File: src/rtl/ft2232h_pkg.sv
// Shared definitions for the FT2232H FT245-synchronous transmit path:
// controller state encoding, pin polarity constants and default sizing.
// Optional feature macro used by the controller: FT2232H_TX_SIWU_EN.
package ft2232h_pkg;

    // Controller states: idle, bus turnaround/setup, active write strobe.
    typedef enum logic [1:0] {
        ST_IDLE  = 2'd0,
        ST_DRIVE = 2'd1,
        ST_WRITE = 2'd2
    } state_e;

    // Pin levels; TXE#, WR# and SI/WU# are all active-low.
    localparam logic HI = 1'b1;
    localparam logic LO = 1'b0;

    // Default sizing.
    localparam int DEF_FIFO_DEPTH = 16;
    localparam int DEF_FIFO_AW    = 4;
    localparam int DEF_SIWU_IDLE  = 32;

endpackage

File: src/rtl/ft2232h_tx_controller_if.sv
// Signal bundle between the byte producer, the transmit controller and the
// FT2232H pins. Names carry the controller's direction suffix.
//
// Handshakes:
//   producer -> controller: a byte moves on a rising edge of clk where
//     wvalid_i & wready_o; wready_o depends only on FIFO occupancy, never on
//     wvalid_i, and wvalid_i may be raised or dropped in any cycle.
//   controller -> FT2232H: a byte moves on a rising edge where wr_o == 0 and
//     txe_i == 0; if txe_i is high while wr_o is low the same byte stays on
//     data_o and nothing is consumed.
interface ft2232h_tx_controller_if;
    import ft2232h_pkg::*;

    logic       txe_i;
    logic       wr_o;
    logic [7:0] data_o;
    logic       data_oe_o;
    logic [7:0] wdata_i;
    logic       wvalid_i;
    logic       wready_o;
    logic       siwu_o;
    state_e     state_o;   // controller state, for observation only

    // Controller side.
    modport master (
        input  txe_i, wdata_i, wvalid_i,
        output wr_o, data_o, data_oe_o, wready_o, siwu_o, state_o
    );

    // Environment side: pins plus producer.
    modport slave (
        output txe_i, wdata_i, wvalid_i,
        input  wr_o, data_o, data_oe_o, wready_o, siwu_o, state_o
    );

endinterface

File: src/rtl/ft2232h_tx_fifo.sv
// Synchronous show-ahead byte FIFO: dout_o always shows the head entry.
// Push is ignored when full and pop is ignored when empty; a simultaneous
// push and pop leaves the count unchanged.
module ft2232h_tx_fifo #(
    parameter int DEPTH = 16,
    parameter int AW    = 4
) (
    input  logic          clk_i,
    input  logic          rst_i,
    input  logic          push_i,
    input  logic [7:0]    din_i,
    input  logic          pop_i,
    output logic [7:0]    dout_o,
    output logic          full_o,
    output logic          empty_o,
    output logic [AW:0]   count_o
);

    localparam logic [AW:0]   CNT_ONE = (AW + 1)'(1);
    localparam logic [AW:0]   CNT_MAX = (AW + 1)'(DEPTH);
    localparam logic [AW-1:0] PTR_ONE = AW'(1);

    logic [7:0]    mem_q [DEPTH];
    logic [AW-1:0] wr_ptr_q, wr_ptr_d;
    logic [AW-1:0] rd_ptr_q, rd_ptr_d;
    logic [AW:0]   count_q, count_d;
    logic          push_ok;
    logic          pop_ok;

    assign full_o  = (count_q == CNT_MAX);
    assign empty_o = (count_q == '0);
    assign count_o = count_q;
    assign dout_o  = mem_q[rd_ptr_q];

    assign push_ok = push_i && !full_o;
    assign pop_ok  = pop_i && !empty_o;

    // Next pointers and occupancy; pointers wrap modulo DEPTH.
    always_comb begin
        wr_ptr_d = wr_ptr_q;
        rd_ptr_d = rd_ptr_q;
        count_d  = count_q;
        if (push_ok) begin
            wr_ptr_d = wr_ptr_q + PTR_ONE;
        end
        if (pop_ok) begin
            rd_ptr_d = rd_ptr_q + PTR_ONE;
        end
        if (push_ok && !pop_ok) begin
            count_d = count_q + CNT_ONE;
        end else if (!push_ok && pop_ok) begin
            count_d = count_q - CNT_ONE;
        end
    end

    // Pointer and count registers; reset empties the FIFO.
    always_ff @(posedge clk_i) begin
        if (rst_i) begin
            wr_ptr_q <= '0;
            rd_ptr_q <= '0;
            count_q  <= '0;
        end else begin
            wr_ptr_q <= wr_ptr_d;
            rd_ptr_q <= rd_ptr_d;
            count_q  <= count_d;
        end
    end

    // Storage write; contents need no reset since count gates visibility.
    always_ff @(posedge clk_i) begin
        if (push_ok) begin
            mem_q[wr_ptr_q] <= din_i;
        end
    end

endmodule

File: src/rtl/ft2232h_tx_controller.sv
// FT2232H FT245 synchronous FIFO-mode transmitter. Buffers producer bytes in
// a show-ahead FIFO and streams them to the chip with WR#, gated by TXE#.
// A DRIVE cycle always separates bus enable and WR# activity, giving one
// setup cycle before the first strobe and one hold cycle after the last.
// Optional macro FT2232H_TX_SIWU_EN adds a send-immediate pulse on SI/WU#
// after SIWU_IDLE idle cycles following a write.
module ft2232h_tx_controller
    import ft2232h_pkg::*;
#(
    parameter int FIFO_DEPTH = DEF_FIFO_DEPTH,
    parameter int FIFO_AW    = DEF_FIFO_AW,
    parameter int SIWU_IDLE  = DEF_SIWU_IDLE
) (
    input  logic                     clk_i,
    input  logic                     rst_i,
    ft2232h_tx_controller_if.master  bus
);

    state_e           state_q;
    logic             wr_q;
    logic             oe_q;
    logic             siwu_w;

    logic             fifo_full;
    logic             fifo_empty;
    logic [FIFO_AW:0] fifo_count;
    logic [7:0]       fifo_head;
    logic             accept;
    logic [FIFO_AW:0] count_after;

    // Unsupported sizing leaves this marker block elaborated; nothing else.
    if (FIFO_DEPTH != (1 << FIFO_AW) || FIFO_DEPTH < 4 || SIWU_IDLE < 1) begin : g_bad_config
    end

    // A byte leaves the FIFO only when the chip actually takes it.
    assign accept      = (wr_q == LO) && (bus.txe_i == LO);
    assign count_after = fifo_count - {{FIFO_AW{1'b0}}, accept};

    ft2232h_tx_fifo #(
        .DEPTH (FIFO_DEPTH),
        .AW    (FIFO_AW)
    ) u_fifo (
        .clk_i   (clk_i),
        .rst_i   (rst_i),
        .push_i  (bus.wvalid_i),
        .din_i   (bus.wdata_i),
        .pop_i   (accept),
        .dout_o  (fifo_head),
        .full_o  (fifo_full),
        .empty_o (fifo_empty),
        .count_o (fifo_count)
    );

    assign bus.wready_o  = !fifo_full;
    assign bus.data_o    = fifo_head;
    assign bus.wr_o      = wr_q;
    assign bus.data_oe_o = oe_q;
    assign bus.siwu_o    = siwu_w;
    assign bus.state_o   = state_q;

    // Write-strobe FSM with registered WR# and bus enable.
    always_ff @(posedge clk_i) begin
        if (rst_i) begin
            state_q <= ST_IDLE;
            wr_q    <= HI;
            oe_q    <= LO;
        end else begin
            case (state_q)
                ST_IDLE: begin
                    if (!fifo_empty && bus.txe_i == LO) begin
                        state_q <= ST_DRIVE;
                        wr_q    <= HI;
                        oe_q    <= HI;
                    end else begin
                        wr_q    <= HI;
                        oe_q    <= LO;
                    end
                end
                ST_DRIVE: begin
                    if (!fifo_empty && bus.txe_i == LO) begin
                        state_q <= ST_WRITE;
                        wr_q    <= LO;
                        oe_q    <= HI;
                    end else begin
                        state_q <= ST_IDLE;
                        wr_q    <= HI;
                        oe_q    <= LO;
                    end
                end
                ST_WRITE: begin
                    if (bus.txe_i == LO && count_after != '0) begin
                        wr_q    <= LO;
                        oe_q    <= HI;
                    end else begin
                        state_q <= ST_DRIVE;
                        wr_q    <= HI;
                        oe_q    <= HI;
                    end
                end
                default: begin
                    state_q <= ST_IDLE;
                    wr_q    <= HI;
                    oe_q    <= LO;
                end
            endcase
        end
    end

`ifdef FT2232H_TX_SIWU_EN
    localparam int SIWU_W = $clog2(SIWU_IDLE) + 1;
    localparam logic [SIWU_W-1:0] SIWU_LAST = SIWU_W'(SIWU_IDLE - 1);
    localparam logic [SIWU_W-1:0] SIWU_ONE  = SIWU_W'(1);

    logic [SIWU_W-1:0] idle_cnt_q;
    logic              armed_q;
    logic              siwu_q;

    assign siwu_w = siwu_q;

    // Idle timer: armed by a write, one SI/WU# pulse after SIWU_IDLE empty idle cycles.
    always_ff @(posedge clk_i) begin
        if (rst_i) begin
            idle_cnt_q <= '0;
            armed_q    <= 1'b0;
            siwu_q     <= HI;
        end else begin
            siwu_q <= HI;
            if (accept) begin
                idle_cnt_q <= '0;
                armed_q    <= 1'b1;
            end else if (armed_q && state_q == ST_IDLE && fifo_empty) begin
                if (idle_cnt_q == SIWU_LAST) begin
                    siwu_q     <= LO;
                    armed_q    <= 1'b0;
                    idle_cnt_q <= '0;
                end else begin
                    idle_cnt_q <= idle_cnt_q + SIWU_ONE;
                end
            end
        end
    end
`else
    assign siwu_w = HI;
`endif

endmodule

File: src/flat_wrapper.sv
// flat-port wrapper written by rule: the top's interface ports become plain ports
module ft2232h_tx_controller_flat import ft2232h_pkg::*;
#(
    parameter int FIFO_DEPTH = DEF_FIFO_DEPTH,
    parameter int FIFO_AW    = DEF_FIFO_AW,
    parameter int SIWU_IDLE  = DEF_SIWU_IDLE
)
  (clk_i, rst_i, bus_txe_i, bus_wdata_i, bus_wvalid_i, bus_wr_o, bus_data_o, bus_data_oe_o, bus_wready_o, bus_siwu_o, bus_state_o);
  ft2232h_tx_controller_if bus_i ();
  input  logic clk_i;
  input  logic rst_i;
  input wire logic [$bits(bus_i.txe_i)-1:0] bus_txe_i;
  input wire logic [$bits(bus_i.wdata_i)-1:0] bus_wdata_i;
  input wire logic [$bits(bus_i.wvalid_i)-1:0] bus_wvalid_i;
  output wire logic [$bits(bus_i.wr_o)-1:0] bus_wr_o;
  output wire logic [$bits(bus_i.data_o)-1:0] bus_data_o;
  output wire logic [$bits(bus_i.data_oe_o)-1:0] bus_data_oe_o;
  output wire logic [$bits(bus_i.wready_o)-1:0] bus_wready_o;
  output wire logic [$bits(bus_i.siwu_o)-1:0] bus_siwu_o;
  output wire logic [$bits(bus_i.state_o)-1:0] bus_state_o;
  assign bus_i.txe_i = bus_txe_i;
  assign bus_i.wdata_i = bus_wdata_i;
  assign bus_i.wvalid_i = bus_wvalid_i;
  assign bus_wr_o = bus_i.wr_o;
  assign bus_data_o = bus_i.data_o;
  assign bus_data_oe_o = bus_i.data_oe_o;
  assign bus_wready_o = bus_i.wready_o;
  assign bus_siwu_o = bus_i.siwu_o;
  assign bus_state_o = bus_i.state_o;
  ft2232h_tx_controller #(.FIFO_DEPTH(FIFO_DEPTH), .FIFO_AW(FIFO_AW), .SIWU_IDLE(SIWU_IDLE)) u_core (.clk_i(clk_i), .rst_i(rst_i), .bus(bus_i));
endmodule
File: config.mk
export PLATFORM = sky130hd
export DESIGN_NAME = ft2232h_tx_controller_flat
export DESIGN_NICKNAME = d
export VERILOG_FILES = /design/src/rtl/ft2232h_pkg.sv /design/src/rtl/ft2232h_tx_controller_if.sv /design/src/rtl/ft2232h_tx_fifo.sv /design/src/rtl/ft2232h_tx_controller.sv /design/src/flat_wrapper.sv
export SDC_FILE = /design/constraint.sdc
export NUM_CORES = 1
export LEC_CHECK = 0
export CORE_MARGIN = 3
export CORE_UTILIZATION = 53
export DETAILED_ROUTE_END_ITERATION = 6
export PLACE_DENSITY = 0.79
export SYNTH_ARGS = -nofsm -noshare
export SYNTH_HDL_FRONTEND = slang
export SYNTH_HIERARCHICAL = 1
export SYNTH_SLANG_ARGS = --single-unit
File: constraint.sdc
create_clock -name clk_i -period 6.1 [get_ports clk_i]
set_input_delay 1.22 -clock clk_i [delete_from_list [all_inputs] [get_ports clk_i]]
set_output_delay 1.22 -clock clk_i [all_outputs]
set_load 0.02 [all_outputs]
### After elaboration in Yosys (flattened, before gate mapping)

Memories as Yosys holds them, arrays and structs flattened. A register that Yosys moved wholly into a read port is not among the register bits.
Index checks and enable logic that the tools add are counted.

* bitwise operators: 2
* equality and inequality tests: 5
* reduce and logical (&&, ||, !) cells: 17
* multiplexer cells: 15
* add/sub/neg operators: 5

Operator list (count)
* $mux W5: 2
* $add A4 B1 Y4 const B: 2
* $mux W4: 2
* $logic_and A1 B1 Y1: 7
* $mux W2: 3
* $pmux W2 S3: 1
* $add A5 B1 Y5 const B: 1
* $eq A5 B5 Y1 const B: 1
* $logic_not A5 Y1: 1
* $mux W1: 5
* $reduce_bool A5 Y1: 1
* $sub A5 B1 Y5: 1
* $sub A5 B1 Y5 const B: 1
* $logic_not A1 Y1: 4
* $pmux W1 S2: 2
* $eq A2 B1 Y1 const B: 1
* $eq A2 B2 Y1 const B: 1
* $logic_not A2 Y1: 1
* $ne A2 B1 Y1 const B: 1
* $ne A2 B2 Y1 const B: 1
* $not A1 Y1: 2
* $reduce_and A2 Y1: 1
* $reduce_bool A2 Y1: 1
* $reduce_or A2 Y1: 1

* memories kept: 1
* memory bits (writable): 128
* word-level logic and storage cells: 51
* output and inout port bits: 14
* bits of input ports: 12
* register bits after elaboration: 17

Memories
* u_core.u_fifo.mem_q: depth 16, bits a word 8, rd ports 1, clocked after memory_dff 1, wr ports 1, RTL line ft2232h_tx_fifo.sv:23 `logic [7:0] mem_q [DEPTH];`

### Longest topological paths before layout

Gate-level depths: netlist (run 1).

* depth after elaboration: 7
* depth in mapped cells: 11
* depth with buffers taken out: 9

### By module

The synthesis (run 1) kept the hierarchy.

Modules (own cells, without submodules)
* ft2232h_tx_fifo: cells an instance 309, area an instance 5715.5 um2, instances 1
* ft2232h_tx_controller: cells an instance 34, area an instance 294.0 um2, instances 1

### Least setup slack after synthesis (run 1)

Ideal clock, no wire load.

* path type: input port to flip-flop
* start: in bus_txe_i
* end: reg u_core.u_fifo.count_q[4], in the netlist u_core/u_fifo/count_o[4]
* cell stages on the path: 9
* arrival: 2892 ps
* setup slack: 3087 ps
* data required time: 5979 ps
* library setup time: 121 ps
* path through: nor2_1 o21ai_2 ha_1 inv_1 ha_1 a21oi_1 a211oi_1 a31oi_1 mux2_2

* cells in the longest elaborated chain, start to end: 6
* elaborated cells between the ends (all ways): 8

Ends and longest elaborated chain
* start: declaration: RTL line flat_wrapper.sv:12 `input wire logic [$bits(bus_i.txe_i)-1:0] bus_txe_i;`
* $not A1 Y1 *: RTL line ft2232h_tx_controller.sv:36 `assign accept = (wr_q == LO) && (bus.txe_i == LO);`
* $logic_and A1 B1 Y1 *: RTL line ft2232h_tx_controller.sv:36
* $logic_and A1 B1 Y1 *: RTL line ft2232h_tx_fifo.sv:36 `assign pop_ok = pop_i && !empty_o;`
* $logic_not A1 Y1: RTL line ft2232h_tx_fifo.sv:49 `if (push_ok && !pop_ok) begin`
* $logic_and A1 B1 Y1: RTL line ft2232h_tx_fifo.sv:49
* $mux W5 or $reduce_bool A2 Y1 (tied branches)
* end signal: assignment: RTL line ft2232h_tx_fifo.sv:65 `count_q <= count_d;`
* end: declaration: RTL line ft2232h_tx_fifo.sv:26 `logic [AW:0] count_q, count_d;`

Mark *: on every way between the ends. The rest lies on a longest branch, timed or not.
A chain may end at the register's enable or synchronous reset.

==> results of run 1 <==
==> synthesized netlist by cell type, drive strengths merged <==
| cell type | n | area (sq um) |
|---|---|---|
| o21ai | 1 | 8.76 |
| xnor2 | 3 | 26.3 |
| nor2 | 36 | 135 |
| nand4b | 1 | 8.76 |
| nor4bb | 1 | 10.0 |
| o21a | 1 | 7.51 |
| edfxtp | 128 | 3840 |
| a31oi | 1 | 6.26 |
| nand2b | 3 | 21.3 |
| nor2b | 2 | 12.5 |
| ha | 14 | 175 |
| fa | 1 | 20.0 |
| nand3 | 1 | 5.00 |
| or4 | 1 | 7.51 |
| a21o | 2 | 16.3 |
| mux4 | 32 | 721 |
| a211oi | 1 | 7.51 |
| mux2 | 1 | 11.3 |
| and2 | 1 | 6.26 |
| a22oi | 16 | 120 |
| dfxtp | 21 | 420 |
| a21oi | 7 | 35.0 |
| buf | 9 | 50.1 |
| xor2 | 6 | 52.6 |
| nor4 | 1 | 6.26 |
| nor4b | 1 | 8.76 |
| nand2 | 15 | 56.3 |
| inv | 8 | 30.0 |
| or4b | 1 | 10.0 |
| or2 | 1 | 8.76 |
| o32ai | 1 | 8.76 |
| conb | 1 | 3.75 |
| nor3 | 4 | 20.0 |
| mux2i | 3 | 30.0 |
| or3 | 1 | 6.26 |
| clkbuf | 9 | 33.8 |
| o211ai | 4 | 35.0 |
| and3 | 2 | 12.5 |
| a311o | 1 | 11.3 |
==> cell families after synthesis <==
family / count (synthesis) / synth area share [%]
AO/OA/AOI/OAI: 35 / 4.27
XOR/XNOR: 9 / 1.31
adder cells (fa/ha/maj): 15 / 3.25
buffers and inverters: 26 / 1.89
flip-flops: 149 / 71.0
multiplexers: 36 / 12.7
other: 1 / 0.0624
AND/OR/NAND/NOR: 72 / 5.58
==> registers in the layout (all words and copies together) (netlist names), named ones only <==
register,cells
u_core/u_fifo/wr_ptr_q,4
u_core/bus.data_oe_o,1
u_core/bus.wr_o,1
u_core/u_fifo/rd_ptr_q,4
u_core/u_fifo/mem_q,128
u_core/u_fifo/count_o,5
u_core/bus.state_o,2
==> power by group through the flow <==
stage / Combinational [mW] / Clock (mW) / Sequential, mW
2_1_floorplan: 0.302 / 0 / 1.22
3_3_place_gp: 0.403 / 0 / 1.24
3_5_place_dp: 0.416 / 0 / 1.24
4_1_cts: 0.420 / 0.999 / 1.22
5_1_grt: 0.460 / 1.05 / 1.23
6_report: 0.418 / 0.985 / 1.22
==> per-stage QoR <==
| step | hold WS [ps] | power, mW | area [sq um] | instances | setup slack, ps |
|---|---|---|---|---|---|
| detailed placement | 551 | 1.66 | 6370 | 491 | 2200 |
| CTS | 570 | 2.64 | 6940 | 523 | 1750 |
| floorplan | 485 | 1.53 | 6010 | 343 | 3090 |
| global placement | 505 | 1.64 | 6370 | 491 | 2270 |
| global route | 584 | 2.74 | 6940 | 523 | 1560 |
| finish | 562 | 2.62 | 6940 | 523 | 1800 |
==> per-layer routing <==
metal  routed length [microns]  GRT usage (%)
met3                       639           5.88
met4                       246           7.93
met2                      5490           29.5
met1                      4960           25.8
met5                         0              0
==> final cells by class <==
type	count	share of cell area [%]
multi-input cells	168	23.7
flip-flops and latches	149	61.5
repair buffers	26	3.68
inverters	8	0.433
clock buffers	18	6.19
well taps	140	2.52
clock inverters	14	1.95
==> worst register-to-register path: stages (launching register included) <==
cell	delay (ps)
dfxtp_1	360
or4_1	700
o21a_1	330
ha_1	240
inv_1	170
ha_1	310
a21oi_1	220
a211oi_1	100
a31oi_1	170
mux2_2	350
==> path summary, 6_finish.rpt <==
check	from	end	slack [ps]	cells past startpoint
min	u_core/u_fifo/wr_ptr_q[1]$_SDFFE_PP0P_	u_core/u_fifo/wr_ptr_q[1]$_SDFFE_PP0P_	560	2
max reg2reg	u_core/u_fifo/count_o[0]$_SDFFE_PP0P_	u_core/u_fifo/count_o[4]$_SDFFE_PP0P_	3040	9
min reg2reg	u_core/u_fifo/wr_ptr_q[1]$_SDFFE_PP0P_	u_core/u_fifo/wr_ptr_q[1]$_SDFFE_PP0P_	560	2
max	flip-flop	bus_data_o[5]	1800	5
==> impl_metrics.csv, run 1 <==
group,metric,value,unit
run_status,status,"complete, no violations",
worst_setup_path,critPathRequiredTime,4880,ps
synthesis,synth-seq-area-share,71.0,%
cts,clk_transition_reported_paths,60,ps
worst_setup_path,path_cells,"buf_4 -> mux4_2 -> a22oi_1 -> nand2_1 -> clkdlybuf4s50_1",
layout,area_growth,15.4,%
drt,postRouteAntennaNets,0,
layout,final_common_cell,"edfxtp_1",
worst_setup_path,critPathBufInv,2,
power,comb_power_share,16.0,%
layout,regArea,4270,sq um
cts,ctsResizeCount,0,
die,dieArea,12700,sq um
grt,globalRouteOverflowTotal,0,
sta,tightest_slew,1060,ps
cts,clk-insertion-delay-late,420,ps
worst_setup_path,crit_arrival,3080,ps
cts,clock_path_buffers,2,
sta,drv_slew,0,
synthesis,yosysWarnings,6,
cts,post_cts_buffers,0,
flow_run,cap_violations,0,
power,swShare,25.3,%
layout,multiInputGateArea,1650,sq um
sta,clock_skew,7.80,ps
synthesis,syn_area,6010,sq um
power,p_leak,2.31,nW
power,p_clk_share,37.6,%
die,die_h,112,microns
worst_setup_path,cp_slowest_cell,"dfxtp_2",
placement,io_buffers,24,
placement,gp_congestion,0.759,
die,rows,38,
grt,grt_pass1_wl,17600,microns
synthesis,synth.distinct_cells,45,
grt,grt_pass1_vias,3178,
layout,final_util,63.2,%
grt,grtUsageTotal,19.2,%
layout,drive_gt1_share,19.8,%
sta,final_period_minus_worst_setup_slack,4300,ps
die,core,11000,sq um
power,power.share.sequential,46.5,%
cts,h-tree-depth,4,
layout,final_cell_mix,"edfxtp_1 (128), nor2_1 (36), mux4_2 (32), clkdlybuf4s50_1 (24), dfxtp_1 (19)",
drt,wl_per_cell,21.7,microns
drt,firstDrtPassIters,4,
cts,cts_sinks,149,
die,die_w,112,microns
drt,vias_per_cell,6.02,
die,start_util,54.7,%
power,cellPowerDensity,378,nW/um^2
cts,ctsHoldBuffers,0,
layout,fillCellCount,766,
drt,routed_wl,11300,microns
sta,relSlewSlack,28.9,%
grt,grt_max_degree,33,
worst_setup_path,max_stage_delay,950,ps
worst_setup_path,end_kind,"primary output",
power,power_switching,663,uW
sta,fmax,233,MHz
cts,clock-root-buffer,"clkbuf_16",
sta,rsz0062_at_grt,"no",
power,irDropWorstVdd,233,uV
grt,antenna_found_initial,0,
sta,tns,0,ps
drt,vias,3147,
worst_setup_path,path_delay_family,"flip-flops",
drt,post-route-drc-count,0,
die,io_pins,26,
hold_path,min_path_type,"reg2reg",
placement,hpwl,6960,microns
power,intPower,1.96,mW
worst_setup_path,crit_path_start_kind,"flip-flop",
drt,first_iter_violations,265,
layout,nets,397,
cts,cts_buffers,17,
synthesis,syn_nets,370,
layout,diodes,0,
worst_setup_path,crit_type,"reg2out",
cts,cts_tree,"yes",
sta,setup_viol,0,
synthesis,ys_ff_latch,149,
synthesis,synth_cells,343,
worst_setup_path,cp_max_fo,26,
sta,hold_viol_final,0,
sta,finalCritPeriodShare,70.4,%
synthesis,avgSynthCellArea,17.5,sq um
Power figures use the tool's default switching activity.
==> run 2: changes to the inputs <==
clock period = 4.3 ns   (was 6.1 ns; I/O delays follow)
==> run 2 against run 1 <==
Via count fell by 2.5%. Clock-buffer cell count stayed put. Total power rose by 46%. Clock power is 52% higher. Sequential power is 40% higher. Sequential share of layout area is 0.70 points lower. Die area unchanged. Worst setup slack worse by 1100 ps. Design area up 1.1%. Critical path type unchanged. Largest power group unchanged.
==> impl_metrics.csv, run 2 (synthesis gave the netlist of run 1 again) <==
group,metric,value,unit
sta,drv_slew,0,
die,die_w,112,microns
grt,grtUsageMet2,31.9,%
cts,clock-root-buffer,"clkbuf_16",
layout,area_growth,16.7,%
worst_setup_path,critPathRequiredTime,3440,ps
worst_setup_path,crit_arrival,2730,ps
grt,antenna_found_initial,0,
placement,io_buffers,24,
grt,grtUsageTotal,18.9,%
flow_run,cap_violations,0,
sta,final_period_minus_worst_setup_slack,3590,ps
grt,grt_busiest_layer,"met2",
grt,grt_pass1_wl,17600,microns
drt,first_iter_violations,268,
layout,nets,402,
placement,hpwl,6920,microns
grt,globalRouteOverflowTotal,0,
cts,clk_transition_reported_paths,60,ps
die,die_h,112,microns
sta,tightest_slew,933,ps
cts,clock_path_buffers,2,
run_status,status,"complete, no violations",
layout,diodes,0,
grt,grt_max_degree,23,
layout,drive_gt1_share,20.1,%
worst_setup_path,cp_max_fo,12,
drt,wl_per_cell,21.1,microns
cts,cts_sinks,149,
drt,vias,3067,
grt,met1_usage,23.5,%
drt,routed_wl,11100,microns
placement,gp_congestion,0.766,
worst_setup_path,crit_path_start_kind,"flip-flop",
sta,timing.final.ws_setup,712,ps
layout,finalNonFillerCells,528,
sta,rsz0062_at_grt,"no",
layout,final_common_cell,"edfxtp_1",
drt,firstDrtPassIters,4,
power,p_leak,2.34,nW
cts,h-tree-depth,4,
cts,cts_tree,"yes",
drt,postRouteAntennaNets,0,
cts,cts_buffers,17,
sta,hold_viol_final,0,
drt,vias_per_cell,5.81,
die,core,11000,sq um
grt,grt_pass1_vias,3282,
die,dieArea,12700,sq um
sta,relSlewSlack,37.6,%
power,cellPowerDensity,546,nW/um^2
cts,ctsResizeCount,0,
sta,tns,0,ps
die,rows,38,
cts,ctsHoldBuffers,0,
sta,clock_skew,8.31,ps
sta,finalCritPeriodShare,83.5,%
layout,largest_reg_flops,128,
cts,post_cts_buffers,0,
sta,setup_viol,0,
placement,dp_cells,496,
worst_setup_path,end_kind,"primary output",
grt,grt_use_met3,4.47,%
sta,fmax,279,MHz
layout,final_cell_mix,"edfxtp_1 (128), nor2_1 (36), mux4_2 (32), clkdlybuf4s50_1 (24), dfxtp_1 (20)",
hold_path,min_path_type,"reg2reg",
worst_setup_path,crit_type,"reg2out",
layout,largest_register,"u_core/u_fifo/mem_q",
placement,dp_slack,929,ps
die,start_util,54.7,%
power,irDropWorstVdd,365,uV
die,io_pins,26,
drt,post-route-drc-count,0,
cts,clk-insertion-delay-late,410,ps
==> run 2: changes by cell type in the layout (fill, tap and decap cells not counted), sizes merged <==
| cell | before | now |
|---|---|---|
| buf | 2 | 7 |
| clkinv | 9 | 1 |
| inv | 9 | 18 |
| clkinvlp | 2 | 1 |
==> run 2: area by class of cell <==
cell class	instances	area (sq um)
Sequential cell	149	4270
Fill cell	741	3970
Multi-Input combinational cell	168	1630
Clock buffer	18	429
Timing Repair Buffer	31	305
Clock inverter	14	179
Tap cell	140	175
Inverter	8	30.0
==> run 2: where the power goes <==
part | switching [mW] | internal [mW] | total, mW
Sequential | 0.0636 | 1.65 | 1.71
Combinational | 0.327 | 0.290 | 0.617
Clock | 0.614 | 0.887 | 1.50
==> run 2: through the flow <==
| step | total power, mW | utilization (%) | hold WS [ps] | instance area, sq um |
|---|---|---|---|---|
| 2_1_floorplan | 2.16 | - | 485 | 6010 |
| 3_3_place_gp | 2.33 | 58.3 | 507 | 6410 |
| 3_5_place_dp | 2.36 | 58.3 | 505 | 6410 |
| 4_1_cts | 3.86 | 63.9 | 535 | 7020 |
| 5_1_grt | 3.99 | 63.9 | 557 | 7020 |
| 6_report | 3.83 | 63.9 | 524 | 7020 |
==> run 2: worst paths after layout <==
check	start	endpoint	slack [ps]	cells past startpoint
max	flip-flop	bus_data_o[4]	710	5
min	u_core/u_fifo/rd_ptr_q[3]$_SDFFE_PP0P_	u_core/u_fifo/rd_ptr_q[3]$_SDFFE_PP0P_	520	2
max reg2reg	u_core/u_fifo/count_o[0]$_SDFFE_PP0P_	u_core/u_fifo/count_o[4]$_SDFFE_PP0P_	1230	9
min reg2reg	u_core/u_fifo/rd_ptr_q[3]$_SDFFE_PP0P_	u_core/u_fifo/rd_ptr_q[3]$_SDFFE_PP0P_	520	2
==> run 2: worst max-delay path, cell delays in order, from the launching register on <==
cell and delay [ps]:
dfxtp_2 520, buf_4 350, mux4_2 550, a22oi_1 230
nand2_1 110, clkdlybuf4s50_1 550
==> run 2: per-layer routing <==
metal | up-vias | part of all wire [%]
li1 | 1408 | -
met3 | 24 | 4.5
met5 | - | 0
met4 | 0 | 2.1
met2 | 74 | 53
met1 | 1561 | 40
